### config.mk
export PLATFORM = sky130hd
export DESIGN_NAME = mc_controller
export DESIGN_NICKNAME = d
export VERILOG_FILES = /design/src/rtl/mc_controller.sv
export SDC_FILE = /design/constraint.sdc
export NUM_CORES = 1
export LEC_CHECK = 0
export BUFFER_PORTS_ARGS = -buffer_cell sky130_fd_sc_hd__buf_4
export CAP_MARGIN = 10
export CORE_AREA = 2 2 39 41
export DETAILED_ROUTE_END_ITERATION = 6
export DIE_AREA = 0 0 41 43
export GPL_ROUTABILITY_DRIVEN = 0
export PLACE_DENSITY = 0.72
export SYNTH_ARGS = -nofsm -noshare
export SYNTH_HDL_FRONTEND = slang
export SYNTH_SLANG_ARGS = --single-unit
export TNS_END_PERCENT = 20
### constraint.sdc
create_clock -name clk -period 2.3 [get_ports clk]
set_input_delay 0.23 -clock clk [delete_from_list [all_inputs] [get_ports clk]]
set_output_delay 0.23 -clock clk [all_outputs]
set_load 0.03 [all_outputs]
### src/rtl/mc_controller.sv
// Multicycle MIPS main control FSM: sequences fetch/decode/execute/memory/writeback
// and drives datapath enables and muxes, stretching memory states until mem_ready.
module mc_controller (
  input  logic       clk,
  input  logic       reset,
  input  logic [5:0] op,
  input  logic       zero,
  input  logic       mem_ready,
  output logic       mem_req,
  output logic       memwrite,
  output logic       irwrite,
  output logic       iord,
  output logic       alusrca,
  output logic [1:0] alusrcb,
  output logic [1:0] aluop,
  output logic [1:0] pcsrc,
  output logic       pcen,
  output logic       regwrite,
  output logic       regdst,
  output logic       memtoreg,
  output logic       illegal
);

  localparam logic [3:0] S_IDLE    = 4'd0;
  localparam logic [3:0] S_FETCH   = 4'd1;
  localparam logic [3:0] S_DECODE  = 4'd2;
  localparam logic [3:0] S_MEMADR  = 4'd3;
  localparam logic [3:0] S_MEMRD   = 4'd4;
  localparam logic [3:0] S_MEMWB   = 4'd5;
  localparam logic [3:0] S_MEMWR   = 4'd6;
  localparam logic [3:0] S_RTYPEEX = 4'd7;
  localparam logic [3:0] S_RTYPEWB = 4'd8;
  localparam logic [3:0] S_BEQEX   = 4'd9;
  localparam logic [3:0] S_ADDIEX  = 4'd10;
  localparam logic [3:0] S_ADDIWB  = 4'd11;
  localparam logic [3:0] S_JEX     = 4'd12;

  localparam logic [5:0] OP_LW    = 6'b100011;
  localparam logic [5:0] OP_SW    = 6'b101011;
  localparam logic [5:0] OP_RTYPE = 6'b000000;
  localparam logic [5:0] OP_BEQ   = 6'b000100;
  localparam logic [5:0] OP_ADDI  = 6'b001000;
  localparam logic [5:0] OP_J     = 6'b000010;

  logic [3:0] state;
  logic [3:0] state_next;
  logic       pcwrite;
  logic       branch;

  always_ff @(posedge clk or negedge reset) begin
    if (!reset) state <= S_IDLE;
    else        state <= state_next;
  end

  always_comb begin
    state_next = S_IDLE;
    case (state)
      S_IDLE:    state_next = S_FETCH;
      S_FETCH:   state_next = mem_ready ? S_DECODE : S_FETCH;
      S_DECODE: begin
        case (op)
          OP_LW, OP_SW: state_next = S_MEMADR;
          OP_RTYPE:     state_next = S_RTYPEEX;
          OP_BEQ:       state_next = S_BEQEX;
          OP_ADDI:      state_next = S_ADDIEX;
          OP_J:         state_next = S_JEX;
          default:      state_next = S_FETCH;
        endcase
      end
      S_MEMADR:  state_next = (op == OP_SW) ? S_MEMWR : S_MEMRD;
      S_MEMRD:   state_next = mem_ready ? S_MEMWB : S_MEMRD;
      S_MEMWB:   state_next = S_FETCH;
      S_MEMWR:   state_next = mem_ready ? S_FETCH : S_MEMWR;
      S_RTYPEEX: state_next = S_RTYPEWB;
      S_RTYPEWB: state_next = S_FETCH;
      S_BEQEX:   state_next = S_FETCH;
      S_ADDIEX:  state_next = S_ADDIWB;
      S_ADDIWB:  state_next = S_FETCH;
      S_JEX:     state_next = S_FETCH;
      default:   state_next = S_IDLE;
    endcase
  end

  // Outputs decode from state; mem_ready gates the fetch-cycle writes, op only flags illegal.
  always_comb begin
    mem_req  = 1'b0;
    memwrite = 1'b0;
    irwrite  = 1'b0;
    iord     = 1'b0;
    alusrca  = 1'b0;
    alusrcb  = 2'b00;
    aluop    = 2'b00;
    pcsrc    = 2'b00;
    pcwrite  = 1'b0;
    branch   = 1'b0;
    regwrite = 1'b0;
    regdst   = 1'b0;
    memtoreg = 1'b0;
    illegal  = 1'b0;
    case (state)
      S_FETCH: begin
        mem_req = 1'b1;
        alusrcb = 2'b01;
        irwrite = mem_ready;
        pcwrite = mem_ready;
      end
      S_DECODE: begin
        alusrcb = 2'b11;
        case (op)
          OP_LW, OP_SW, OP_RTYPE, OP_BEQ, OP_ADDI, OP_J: illegal = 1'b0;
          default:                                        illegal = 1'b1;
        endcase
      end
      S_MEMADR, S_ADDIEX: begin
        alusrca = 1'b1;
        alusrcb = 2'b10;
      end
      S_MEMRD: begin
        mem_req = 1'b1;
        iord    = 1'b1;
      end
      S_MEMWB: begin
        regwrite = 1'b1;
        memtoreg = 1'b1;
      end
      S_MEMWR: begin
        mem_req  = 1'b1;
        memwrite = 1'b1;
        iord     = 1'b1;
      end
      S_RTYPEEX: begin
        alusrca = 1'b1;
        aluop   = 2'b10;
      end
      S_RTYPEWB: begin
        regwrite = 1'b1;
        regdst   = 1'b1;
      end
      S_BEQEX: begin
        alusrca = 1'b1;
        aluop   = 2'b01;
        pcsrc   = 2'b01;
        branch  = 1'b1;
      end
      S_ADDIWB:  regwrite = 1'b1;
      S_JEX: begin
        pcsrc   = 2'b10;
        pcwrite = 1'b1;
      end
      default: ;
    endcase
  end

  assign pcen = pcwrite | (branch & zero);

endmodule

Word level (Yosys, flattened, before mapping)

Index checks and enable logic that the tools add are counted.

Output and inout port bits: 16
Bits in registers: 4

Bitwise operators: 2
Mux-type cells: 21
Eq/ne operators: 17
Reduce and logical (&&, ||, !) cells: 10

Operators by type and width:

| operator                                            | number |
|---|---|
| case mux 4 bit (8 select lines)                     | 1 |
| equality test 4 bit, second input constant          | 5 |
| case mux 4 bit (5 select lines)                     | 1 |
| equality test 4 x 3 -> 1 bit, second input constant | 4 |
| equality test 6 bit, second input constant          | 2 |
| 2-to-1 mux 1 bit                                    | 12 |
| OR reduction 6 bit                                  | 2 |
| equality test 4 x 2 -> 1 bit, second input constant | 2 |
| case mux 2 bit (2 select lines)                     | 2 |
| equality test 6 x 2 -> 1 bit, second input constant | 1 |
| equality test 6 x 3 -> 1 bit, second input constant | 1 |
| equality test 6 x 4 -> 1 bit, second input constant | 1 |
| logical NOT 6 bit                                   | 1 |
| case mux 2 bit (3 select lines)                     | 1 |
| OR reduction 2 bit                                  | 3 |
| OR reduction 3 bit                                  | 2 |
| equality test 4 x 1 -> 1 bit, second input constant | 1 |
| logical NOT 4 bit                                   | 1 |
| 2-to-1 mux 2 bit                                    | 2 |
| OR reduction 4 bit                                  | 1 |
| 2-to-1 mux 3 bit                                    | 1 |
| case mux 1 bit (2 select lines)                     | 1 |
| AND 1 bit                                           | 1 |
| bitwise OR 1 bit                                    | 1 |

Longest topological paths before layout

Depth in word-level cells: 4
Mapped depth: 5
Depth with buffers taken out: 4

Worst setup path after synthesis

No wires, ideal clock.

Kind: reg2out
From: register state[1]
To: output port regwrite
Buffers on the path: 1
Data arrival time: 1732 ps
Required time: 2070 ps
Cell stages (with the launch flop): 4
Setup slack: 338 ps
Path through: dfrtp_1 clkbuf_1 nor3_1 a21o_1

Word-level cells in the longest chain between the ends: 3
Elaborated cells on any way between the ends: 5

RTL lines:

| item                                                                | RTL line | RTL |
|---|---|---|
| start: declaration                                                  | 45       | `logic [3:0] state;` |
| start signal: assignment                                            | 52       | `else state <= state_next;` |
| equality test 4 bit or equality test 4 x 3 -> 1 bit (tied branches) | 100      | `case (state)` |
| OR reduction 3 bit (no source line) *                               | --       |  |
| 2-to-1 mux 1 bit *                                                  | 100      |  |
| end: declaration                                                    | 18       | `output logic regwrite,` |

Every way passes the cells marked *; elsewhere a longest branch is shown, timed or not.

Final worst setup path

From: register state[1]
To: output port mem_req

Word-level cells in the longest chain between the ends: 3
Elaborated cells on any way between the ends: 5

RTL lines:

| item                                                                         | RTL line | RTL |
|---|---|---|
| equality test 4 x 3 -> 1 bit or equality test 4 x 1 -> 1 bit (tied branches) | 100      |  |
| OR reduction 3 bit (no source line) *                                        | --       |  |
| 2-to-1 mux 1 bit *                                                           | 100      |  |
| end: declaration                                                             | 9        | `output logic mem_req,` |

Marks and branches as above.

==> results_dict.tcl <==
set metrics [dict create \
    place.detailed.hpwl_um 1094 \
    insertion_delay_ns 0.24 \
    synth_top_area_share_pct 18.39 \
    rsz0062_at_grt "false" \
    status "finished, final reports clean" \
    nets 115 \
    finalCriticalPeriod_ns 1.874 \
    cts_setup_buffers 0 \
    drt-pass1-iter-count 4 \
    relSlewSlack_pct 65.02 \
    final_area_um2 755.7 \
    coreArea_mm2 0.001384 \
    r2r-start "state[1]" \
    cp-endpoint "mem_req" \
    worstSetupPathType "reg2out" \
    place_area_um2 723.2 \
    drtIter0Drc 5 \
    largestRegisters "state (4)" \
    synth.yosys.warnings 0 \
    ff_latch_area_um2 100.1 \
    p_per_area_mw_per_mm2 1255 \
    ys_types 35 \
    cts_root_buffer "clkbuf_4" \
    slew_violations 0 \
    route.detailed.drc 0 \
    grt_first_pass_wirelength_um 2318 \
    slowest_delay_ns 0.56 \
    num_rows 14 \
    cp-end-kind "primary output" \
    async_flop_share_pct 100.0 \
    antenna_found_initial 0 \
    tightest_slew_ns 0.5247 \
    ctsResizeCount 0 \
    multiInputGateArea_um2 400.4 \
    hp-class "in2async" \
    cp_slowest_cell "dfrtp_1" \
    overflow 0 \
    largest_reg_flops 4 \
    synth_cells 79 \
    setup_viol 0 \
    first_global_vias 594 \
    worst_clock_skew_ns 0.005828 \
    syn_avg_cell_area_um2 6.890 \
    n_fill_cell 147 \
    grt_max_degree 17 \
    synth_common_cells "nor2_1 (10), nand2_1 (7), a21oi_1 (5), o21ai_0 (5)" \
    drive_gt1_share_pct 33.98 \
    r2r_end "state[1]" \
    routed_wl_um 1439 \
    synth-seq-cells 4 \
    cp_top_family "flip-flops" \
    fp.dieW_um 41 \
    start_kind "register" \
    synth_area_leader_cell "dfrtp_1" \
    startpoint "state[1]" \
    area_growth_syn_to_layout_pct 38.85 \
    cts_buffers 3 \
    die-height_um 43 \
    clk_pin_slew_ns 0.04 \
    cts_buffer_depth 2 \
    cp.buffers_inverters 1 \
    cellLeakagePower_nw 0.3458 \
    fmax_mhz 533.5 \
    syn_area_um2 544.3 \
    port_buffers 25 \
    cp_num_cells 4 \
    fin_crit_sh_pct 81.50 \
    cts_tree "done" \
    seq_area_frac_synth_pct 18.39 \
    arrival_ns 1.64 \
    rr_worst_depth 3 \
    final.setup.tns_ns 0 \
    ys.flop_type "dfrtp_1" \
    regMostFlops "state" \
    ir_worst_vdd_uv 554.2 \
    p_total_mw 0.9488 \
    synth_edf_count 0 \
    path_max_fanout 16 \
    yosys-top-cells-area "dfrtp_1 (18%), nor2_1 (6.9%), nand2_1 (4.8%), a21oi_1 (4.6%), o21ai_0 (4.6%)" \
    num_io_pins 26 \
    final_hold_viol_count 0 \
    synth.most_common_cell "nor2_1" \
    clock_sinks 4 \
    cp.required_ns 2.07 \
    synth.net_count 89 \
    cap_violations 0 \
    ant_nets 0 \
    track_usage_pct 18.93 \
    reg2reg_slack_ns 0.66 \
    wl_per_cell_um 12.09 \
    n_antenna_cell 0 \
    crit_chain "or2b_1 -> o21ai_0 -> nor2b_1 -> buf_4" \
    dieArea_mm2 0.001763 \
    start_util_pct 39.33 \
    holdWs_ns 0.3208 \
    num_vias 662 \
    htree_levels 1 \
    viasPerCell 5.563 \
]
==> per-layer routing <==
layer  vias up  GRT usage (%)  part of all wire (%)
met5         -              0                     0
met4         0          8.000                   1.7
met3         2          3.665                   4.5
met2        17          31.56                    51
met1       309          22.08                    43
li1        334              -                     -
==> layout make-up <==
type	instances	share of cell area, %
multi-input combinational	67	52.98
clock buffer	3	2.980
tap	16	2.649
sequential	4	13.25
inverter	2	0.9934
timing repair buffer	27	27.15
==> worst register-to-register path, cell delays in order, from the launching register on <==
cell and delay [ns]:
dfrtp_1 0.66, or2b_1 0.26, nor3_1 0.08, or4_1 0.51
==> cells in the final DEF, fill, tap and decap left out, drive strengths merged, types with 2 or more instances in the layout <==
cell    netlist  routed
nor4          3       3
or4           3       3
nand3         3       3
a21oi         6       6
nor2         10      10
nor3          4       4
a211oi        2       2
nand2         7       7
dfrtp         4       4
or3           2       2
inv           2       2
or2b          2       2
or2           3       3
a21o          2       2
buf           4      26
o21ai         5       5
clkbuf        2       3
nand2b        4       4
==> repair_timing <==
item / 4_1_cts / 5_1_grt
endpoints found under the hold margin: 4 / 0
setup endpoints to repair: 0 / 0
hold buffers: 1 / 0
==> through the flow <==
stage               cells  setup WS, ns  util, %
floorplan              79        0.3377        -
global placement      115        0.6669    52.26
detailed placement    115        0.6783    52.26
CTS                   119        0.4209    54.61
global route          119        0.3233    54.61
finish                119        0.4255    54.61
==> power breakdown <==
part           total (mW)  leakage [nW]  switching [mW]  internal, mW
registers           0.191        0.0510          0.0943        0.0967
logic               0.670         0.281           0.392         0.278
clock network      0.0880        0.0138          0.0296        0.0584
==> worst min-delay path by stage <==
stage          endpoint  slack, ns  cells past startpoint
5_1_grt        state[0]       0.34                      2
4_1_cts        state[0]       0.32                      2
6_report       state[0]       0.32                      2
3_3_place_gp   state[0]       0.03                      1
2_1_floorplan  state[0]      -0.07                      0
3_5_place_dp   state[0]       0.03                      1
==> logic make-up (layout without fill, tap and decap cells) <==
kind of cell    count (synthesis)  in the layout  synth area share (%)
xor+xnor                        2              2                 3.219
simple gates                   44             44                 45.52
compound gates                 20             20                 22.99
buf+inv                         8             32                 8.047
mux                             1              1                 1.839
flops                           4              4                 18.39
Note: power is estimated with default switching activity, not from simulation.
